[config.mk]
export PLATFORM = sky130hd
export DESIGN_NAME = mul_seq_ctrl
export DESIGN_NICKNAME = d
export VERILOG_FILES = /design/src/rtl/mul_seq_ctrl.sv
export SDC_FILE = /design/constraint.sdc
export NUM_CORES = 1
export LEC_CHECK = 0
export CORE_AREA = 4 4 85 87
export DETAILED_ROUTE_END_ITERATION = 6
export DIE_AREA = 0 0 89 91
export HOLD_SLACK_MARGIN = 0.03
export PLACE_DENSITY_LB_ADDON = 0.3
export SLEW_MARGIN = 10
export SYNTH_ARGS = -nofsm -noshare
export SYNTH_HDL_FRONTEND = slang
export SYNTH_SLANG_ARGS = --single-unit
[constraint.sdc]
create_clock -name clock -period 1.9 [get_ports clock]
set_clock_uncertainty 0.2 [all_clocks]
set_input_delay 0.57 -clock clock [delete_from_list [all_inputs] [get_ports clock]]
set_output_delay 0.57 -clock clock [all_outputs]
set_load 0.01 [all_outputs]
[src/rtl/mul_seq_ctrl.sv]
// Sequencer for the 8-bit Acc/MQ/DR shift-add datapath: loads operands, steps the
// datapath ITER times, reads {Acc,MQ} back and returns the product over valid/ready.
module mul_seq_ctrl #(
  parameter int          WIDTH    = 8,
  parameter int          ITER     = 8,
  parameter logic [2:0]  INS_STEP = 3'b100,
  parameter logic [2:0]  INS_IDLE = 3'b000,
  parameter int          TIMEOUT  = 15
) (
  input  logic                 clock,
  input  logic                 reset_n,
  input  logic                 req_valid,
  output logic                 req_ready,
  input  logic [WIDTH-1:0]     req_a,
  input  logic [WIDTH-1:0]     req_b,
  output logic                 rsp_valid,
  input  logic                 rsp_ready,
  output logic [2*WIDTH-1:0]   rsp_prod,
  output logic                 rsp_err,
  output logic [2:0]           dp_ins,
  output logic                 dp_ld_acc,
  output logic                 dp_ld_mq,
  output logic                 dp_ld_dr,
  output logic                 dp_st_acc,
  output logic                 dp_st_mq,
  output logic                 dp_st_dr,
  output logic                 dp_testmode,
  output logic [WIDTH-1:0]     dp_in_bus,
  input  logic [WIDTH-1:0]     dp_out_bus,
  input  logic                 dp_rdy,
  output logic                 busy
);

  localparam int SW = $clog2(ITER) + 1;
  localparam int TW = $clog2(TIMEOUT) + 1;
  localparam logic [SW-1:0] STEP_LAST  = SW'(ITER - 1);
  localparam logic [TW-1:0] STALL_LAST = TW'(TIMEOUT - 1);

  typedef enum logic [2:0] {
    IDLE, LD_DR, LD_MQ, CLR, STEP, RD_HI, RD_LO, RSP
  } state_t;

  state_t           state;
  logic [SW-1:0]    step_cnt;
  logic [TW-1:0]    stall_cnt;
  logic [WIDTH-1:0] op_a;
  logic [WIDTH-1:0] op_b;

  always_ff @(posedge clock or negedge reset_n) begin
    if (!reset_n) begin
      state     <= IDLE;
      step_cnt  <= '0;
      stall_cnt <= '0;
      op_a      <= '0;
      op_b      <= '0;
      rsp_valid <= 1'b0;
      rsp_err   <= 1'b0;
      rsp_prod  <= '0;
    end else begin
      case (state)
        IDLE: begin
          if (req_valid) begin
            op_a    <= req_a;
            op_b    <= req_b;
            rsp_err <= 1'b0;
            state   <= LD_DR;
          end
        end
        LD_DR: state <= LD_MQ;
        LD_MQ: state <= CLR;
        CLR: begin
          step_cnt  <= '0;
          stall_cnt <= '0;
          state     <= STEP;
        end
        STEP: begin
          // stall_cnt counts consecutive not-ready cycles only; any counted step resets it
          if (dp_rdy) begin
            stall_cnt <= '0;
            step_cnt  <= step_cnt + 1'b1;
            if (step_cnt == STEP_LAST) state <= RD_HI;
          end else begin
            stall_cnt <= stall_cnt + 1'b1;
            if (stall_cnt == STALL_LAST) begin
              rsp_err   <= 1'b1;
              rsp_prod  <= '0;
              rsp_valid <= 1'b1;
              state     <= RSP;
            end
          end
        end
        RD_HI: begin
          rsp_prod[2*WIDTH-1:WIDTH] <= dp_out_bus;
          state                     <= RD_LO;
        end
        RD_LO: begin
          rsp_prod[WIDTH-1:0] <= dp_out_bus;
          rsp_valid           <= 1'b1;
          state               <= RSP;
        end
        RSP: begin
          if (rsp_ready) begin
            rsp_valid <= 1'b0;
            state     <= IDLE;
          end
        end
        default: state <= IDLE;
      endcase
    end
  end

  always_comb begin
    dp_ins    = INS_IDLE;
    dp_ld_acc = 1'b0;
    dp_ld_mq  = 1'b0;
    dp_ld_dr  = 1'b0;
    dp_st_acc = 1'b0;
    dp_st_mq  = 1'b0;
    dp_in_bus = '0;
    case (state)
      LD_DR: begin
        dp_ld_dr  = 1'b1;
        dp_in_bus = op_a;
      end
      LD_MQ: begin
        dp_ld_mq  = 1'b1;
        dp_in_bus = op_b;
      end
      CLR:   dp_ld_acc = 1'b1;
      STEP:  dp_ins    = INS_STEP;
      RD_HI: dp_st_acc = 1'b1;
      RD_LO: dp_st_mq  = 1'b1;
      default: ;
    endcase
  end

  assign req_ready   = (state == IDLE);
  assign busy        = (state != IDLE);
  assign dp_st_dr    = 1'b0;
  assign dp_testmode = 1'b0;

endmodule

# Word level (Yosys, flattened, before mapping)
# Index checks and enable logic that the tools add are counted.
dict set report classes {
  order_cmp 0
  div_mod_pow 0
  n_shift 0
  n_bitwise 0
  n_eq_ne 16
  mul 0
  muxes 27
  n_reduce_logical 14
  addsub 2
}
# cell count
set op_table {}
lappend op_table {{$pmux W8 S2} 3}
lappend op_table {{$mux W16} 2}
lappend op_table {{$pmux W3 S8} 1}
lappend op_table {{$mux W3} 6}
lappend op_table {{$eq A3 B3 Y1 const B} 4}
lappend op_table {{$reduce_and A4 Y1} 3}
lappend op_table {{$ne A2 B2 Y1 const B} 5}
lappend op_table {{$pmux W5 S2} 1}
lappend op_table {{$mux W1} 9}
lappend op_table {{$pmux W4 S2} 1}
lappend op_table {{$reduce_bool A2 Y1} 4}
lappend op_table {{$eq A3 B2 Y1 const B} 2}
lappend op_table {{$ne A3 B3 Y1 const B} 2}
lappend op_table {{$reduce_and A3 Y1} 2}
lappend op_table {{$reduce_bool A3 Y1} 2}
lappend op_table {{$add A5 B1 Y5 const B} 1}
lappend op_table {{$eq A5 B4 Y1 const B} 1}
lappend op_table {{$mux W5} 1}
lappend op_table {{$add A4 B1 Y4 const B} 1}
lappend op_table {{$eq A4 B3 Y1 const B} 1}
lappend op_table {{$mux W4} 1}
lappend op_table {{$reduce_and A2 Y1} 2}
lappend op_table {{$eq A3 B1 Y1 const B} 1}
lappend op_table {{$logic_not A3 Y1} 1}
lappend op_table {{other kinds (2)} 2}
dict set report word_totals {
  elab_cells 68
  romBits 0
  output_inout_bits 38
  inputBits 29
  mem_bits_rw 0
  memories 0
  register_bits 46
  latch_bits 0
}

# Logic depth before layout (Yosys ltp)
dict set report depth {
  depth_word 4
  depth_mapped 5
  ltp_nobuf 5
}

# Worst setup path before layout
# No wires, ideal clock.
dict set report synth_timing {
  path_kind {register -> output}
  startpoint {register state[0]}
  endpoint {output port dp_in_bus[0]}
  path_buffers 1
  path_stages_with_launch 5
  t_arrival_ns 1.342
  setup_slack_ns -0.212
  required_time_ns 1.130
  path_cell_list {dfrtp_1 buf_4 inv_1 nor3_2 a22o_1}
}
dict set report synth_via {
  elab_chain_cells 2
  elab_cells_between_ends 3
  cone_classes {eq/ne: 2; mux: 1}
}
# item line
set synth_rtl {}
lappend synth_rtl {{start, declared} 43} ;# state_t state;
lappend synth_rtl {{start signal, assigned} 51} ;# state <= IDLE;
lappend synth_rtl {{start signal, assigned} 66} ;# state <= LD_DR;
lappend synth_rtl {{start signal, assigned} 69} ;# LD_DR: state <= LD_MQ;
lappend synth_rtl {{$eq A3 B2 Y1 or $eq A3 B1 Y1 (tied branches)} 120} ;# case (state)
lappend synth_rtl {{$pmux W8 S2 (*)} 120}
lappend synth_rtl {{end, declared} 28} ;# output logic [WIDTH-1:0] dp_in_bus,
# Mark *: on every way between the ends. The rest lies on a longest branch, timed or not.

# Worst setup path in the final report
dict set report layout_timing {
  startpoint {register state[2]}
  endpoint {output port dp_ins[2]}
}
dict set report layout_via {
  elab_chain_cells 2
}
# item line
set layout_rtl {}
lappend layout_rtl {{$eq A3 B3 Y1} 120}
lappend layout_rtl {{$mux W3} 120}
lappend layout_rtl {{end, declared} 20} ;# output logic [2:0] dp_ins,
# Every way passes these cells.

==> impl_results.md <==
- Io pins: 67
- Final Slew Violations: 0
- R2r endpoint: op_a[3]
- Detailed Route WL: 5.90 mm
- Synth cell types: 43
- Die width: 89 microns
- Cell mode on critical path: buf_4
- CTS tree: built
- Maximum vdd drop: 618 uV
- Final estimated routing congestion in global placement: 0.813
- Adder-cell share of the synthesized area: 1.68%
- Synth-to-layout area growth: 54.7%
- Die Area: 0.00810 sq mm
- Area leader, netlist: dfrtp_1
- Number of DRC markers in iteration 0: 54
- Fin util: 54.3%
- Crit-path cells: buf_4 > buf_4 > nor3b_2 > buf_4 > buf_2
- Cell count after synthesis: 195
- Hold Violations, Final: 0
- GRT Total Usage: 14.7%
- CTS Buffer Depth: 2
- HP Class: in2async
- CP Class: reg2out
- Total clock buffers created by CTS: 5
- Antenna diodes: 0
- Vias per cell: 5.05
- Endpoints failing setup: 35
- Clock Latency Late Sink: 290 ps
- Critical path origin: state[2]
- Die Ht: 91 microns
- Status: finished with violations
- Worst-path fanout max: 5
- First-pass GRT wire length: 9.39 mm
- Element type at the critical path end: output port
- Reg2reg path depth: 7
- Layout fillers: 565
- Drt wl/cell: 15.6 microns
- Root Buffer: clkbuf_8
- Hold bufs inserted after CTS: 0
- Syn Std Cell Area: 0.00223 sq mm
- Sequential area share after synthesis: 51.7%
- Row Count: 29
- Tmin final: 2240 ps
- Gr ovfl total: 0
- Flop2flop setup slack: -180 ps
- Largest family of logic cells by synthesized area: compound AO/OA/AOI/OAI gates
- Clk slew on worst S/H paths: 80 ps
- DRC errors left: 0
- I/O Buffers: 62
- Period Utilization, post-route: 118%
- Synth Area in Compound Gates: 17.3%
- Starting Density: 35.1%
- Initial antenna violation count: 0
- Crit start category: flop
- Dpl hpwl: 4.11 mm
- Pre-CTS setup slack: -440 ps
- CTS Sinks: 46
- Max cap viols: 0
- CP peak stage delay: 470 ps
- RSZ-0062 raised after global routing: true
- Synth top area share: 51.7%
- PD cells: 1480 mW/mm^2
- Synth area leaders: dfrtp_1, a22o_1, mux2_2, nand2_1, o21ai_0
- R2r startpoint: state[2]
- Crit path to: dp_ins[2]
- Leakage: 0.00166 uW
- Drt pass-1 iters: 4
- Failing checks: negative setup slack
- Share of post-route cells with drive strength above 1: 36.1%
- Critical Path Slowest Stage Cell: dfrtp_2
- Total Power: 5110 uW
- Post-synthesis xor/xnor area fraction: 0.786%
- #FFs+latches synth: 46
- Post-route setup slack: -342 ps
- Multiplexer share of the synthesized area: 8.53%
- Fmax: 446 MHz
- Yosys warning count: 0
- Syn_area_per_cell: 11.4 sq um
- Largest net degree at the start of global routing: 47
- Routed vias: 1915
- Nets: 333
- CP arrival: 1470 ps
- CP required: 1130 ps
- Vias in the first global route: 1926
- Core area: 0.00635 sq mm
- Total number of H-tree levels: 2
- Simple-gate share of the synthesized area: 14.6%
- Post-DRT Antenna Nets: 0
## final cells by class
class | instances | area [sq um] | share of cell area (%)
sequential | 46 | 1150 | 33.5
inverter | 6 | 23.8 | 0.689
multi-input combinational | 133 | 1060 | 30.8
clock inverter | 1 | 30.0 | 0.871
tap | 77 | 96.3 | 2.79
clock buffer | 7 | 76.3 | 2.21
timing repair buffer | 109 | 1010 | 29.2
## synthesized netlist by cell type (all sizes together)
cell type and number:
mux2i 1, a21o 2, clkbuf 2, mux2 16
dfrtp 46, a22o 24, clkinv 1, o32a 1
o2bb2ai 4, o311a 1, or4b 1, nor4bb 1
nor2 8, nor3b 3, nand2 23, nand3b 2
nand3 6, nand2b 2, a21oi 3, or3 1
o21ai 10, and2 1, conb 1, nand4bb 1
nor3 4, nand4b 2, o22ai 2, o211ai 1
xor2 2, o21a 1, buf 11, ha 3
nor2b 3, inv 5
## layout by cell type, fill, tap and decap left out, types with 5 or more instances in the layout
master,count
dfrtp_1,44
buf_4,31
clkdlybuf4s50_1,27
a22o_1,24
nand2_1,22
dlygate4sd2_1,18
buf_6,15
mux2_2,14
buf_2,13
nor2_1,6
nand3_1,6
o21ai_2,6
clkbuf_8,5
## through the flow
stage	instance area, sq um	setup TNS [ps]	hold WS, ps	cells
3_3_place_gp	3160	-14600	288	356
2_1_floorplan	2260	-553	74.4	198
4_1_cts	3360	-5300	45.1	375
6_report	3450	-6230	30.4	379
3_5_place_dp	3160	-15930	296	356
5_1_grt	3450	-8700	56.5	379
## cells by family after synthesis
family | after synthesis
XOR/XNOR | 2
AND/OR/NAND/NOR | 58
flip-flops | 46
other | 1
AO/OA/AOI/OAI | 49
adder cells (fa/ha/maj) | 3
multiplexers | 17
buffers and inverters | 19
## layer usage
| metal | vias to the layer above | GRT usage, % | wire length (microns) |
|---|---|---|---|
| met5 | - | 0 | 0 |
| met4 | 0 | 3.72 | 60 |
| met3 | 5 | 3.35 | 285 |
| met2 | 43 | 25.6 | 3040 |
| met1 | 959 | 18.2 | 2510 |
| li1 | 908 | - | - |
## where the power goes
part / switching [uW] / internal, uW / leakage, uW
registers: 313 / 1420 / 0.000569
clock network: 318 / 394 / 0.0000524
logic: 1160 / 1510 / 0.00104
total: 1790 / 3320 / 0.00166
## how the worst min path moves through the flow
stage	to	slack [ps]	cells past startpoint
floorplan	op_a[0]	70	0
detailed placement	op_a[6]	300	1
CTS	step_cnt[2]	50	2
global placement	op_a[6]	290	1
global route	step_cnt[1]	60	2
finish	step_cnt[1]	30	2
## state kept, by name (all words and copies together), names as in the netlist
register,count
rsp_prod,16
op_a,8
op_b,8
stall_cnt,5
step_cnt,4
state,3
rsp_err,1
rsp_valid,1
## repair_timing
action	in CTS	in global routing
pin swaps	3	18
cloned	2	0
buffers inserted	9	6
gates resized for setup	100	27
endpoints found under the setup margin	56	51
## worst max-delay path: cells and delay by family, from the launching register on
family	cells	cell delay, ps
and+or+nand+nor	1	150
DFF	1	470
buffers and inverters	4	560
(Power assumes the default switching activity.)
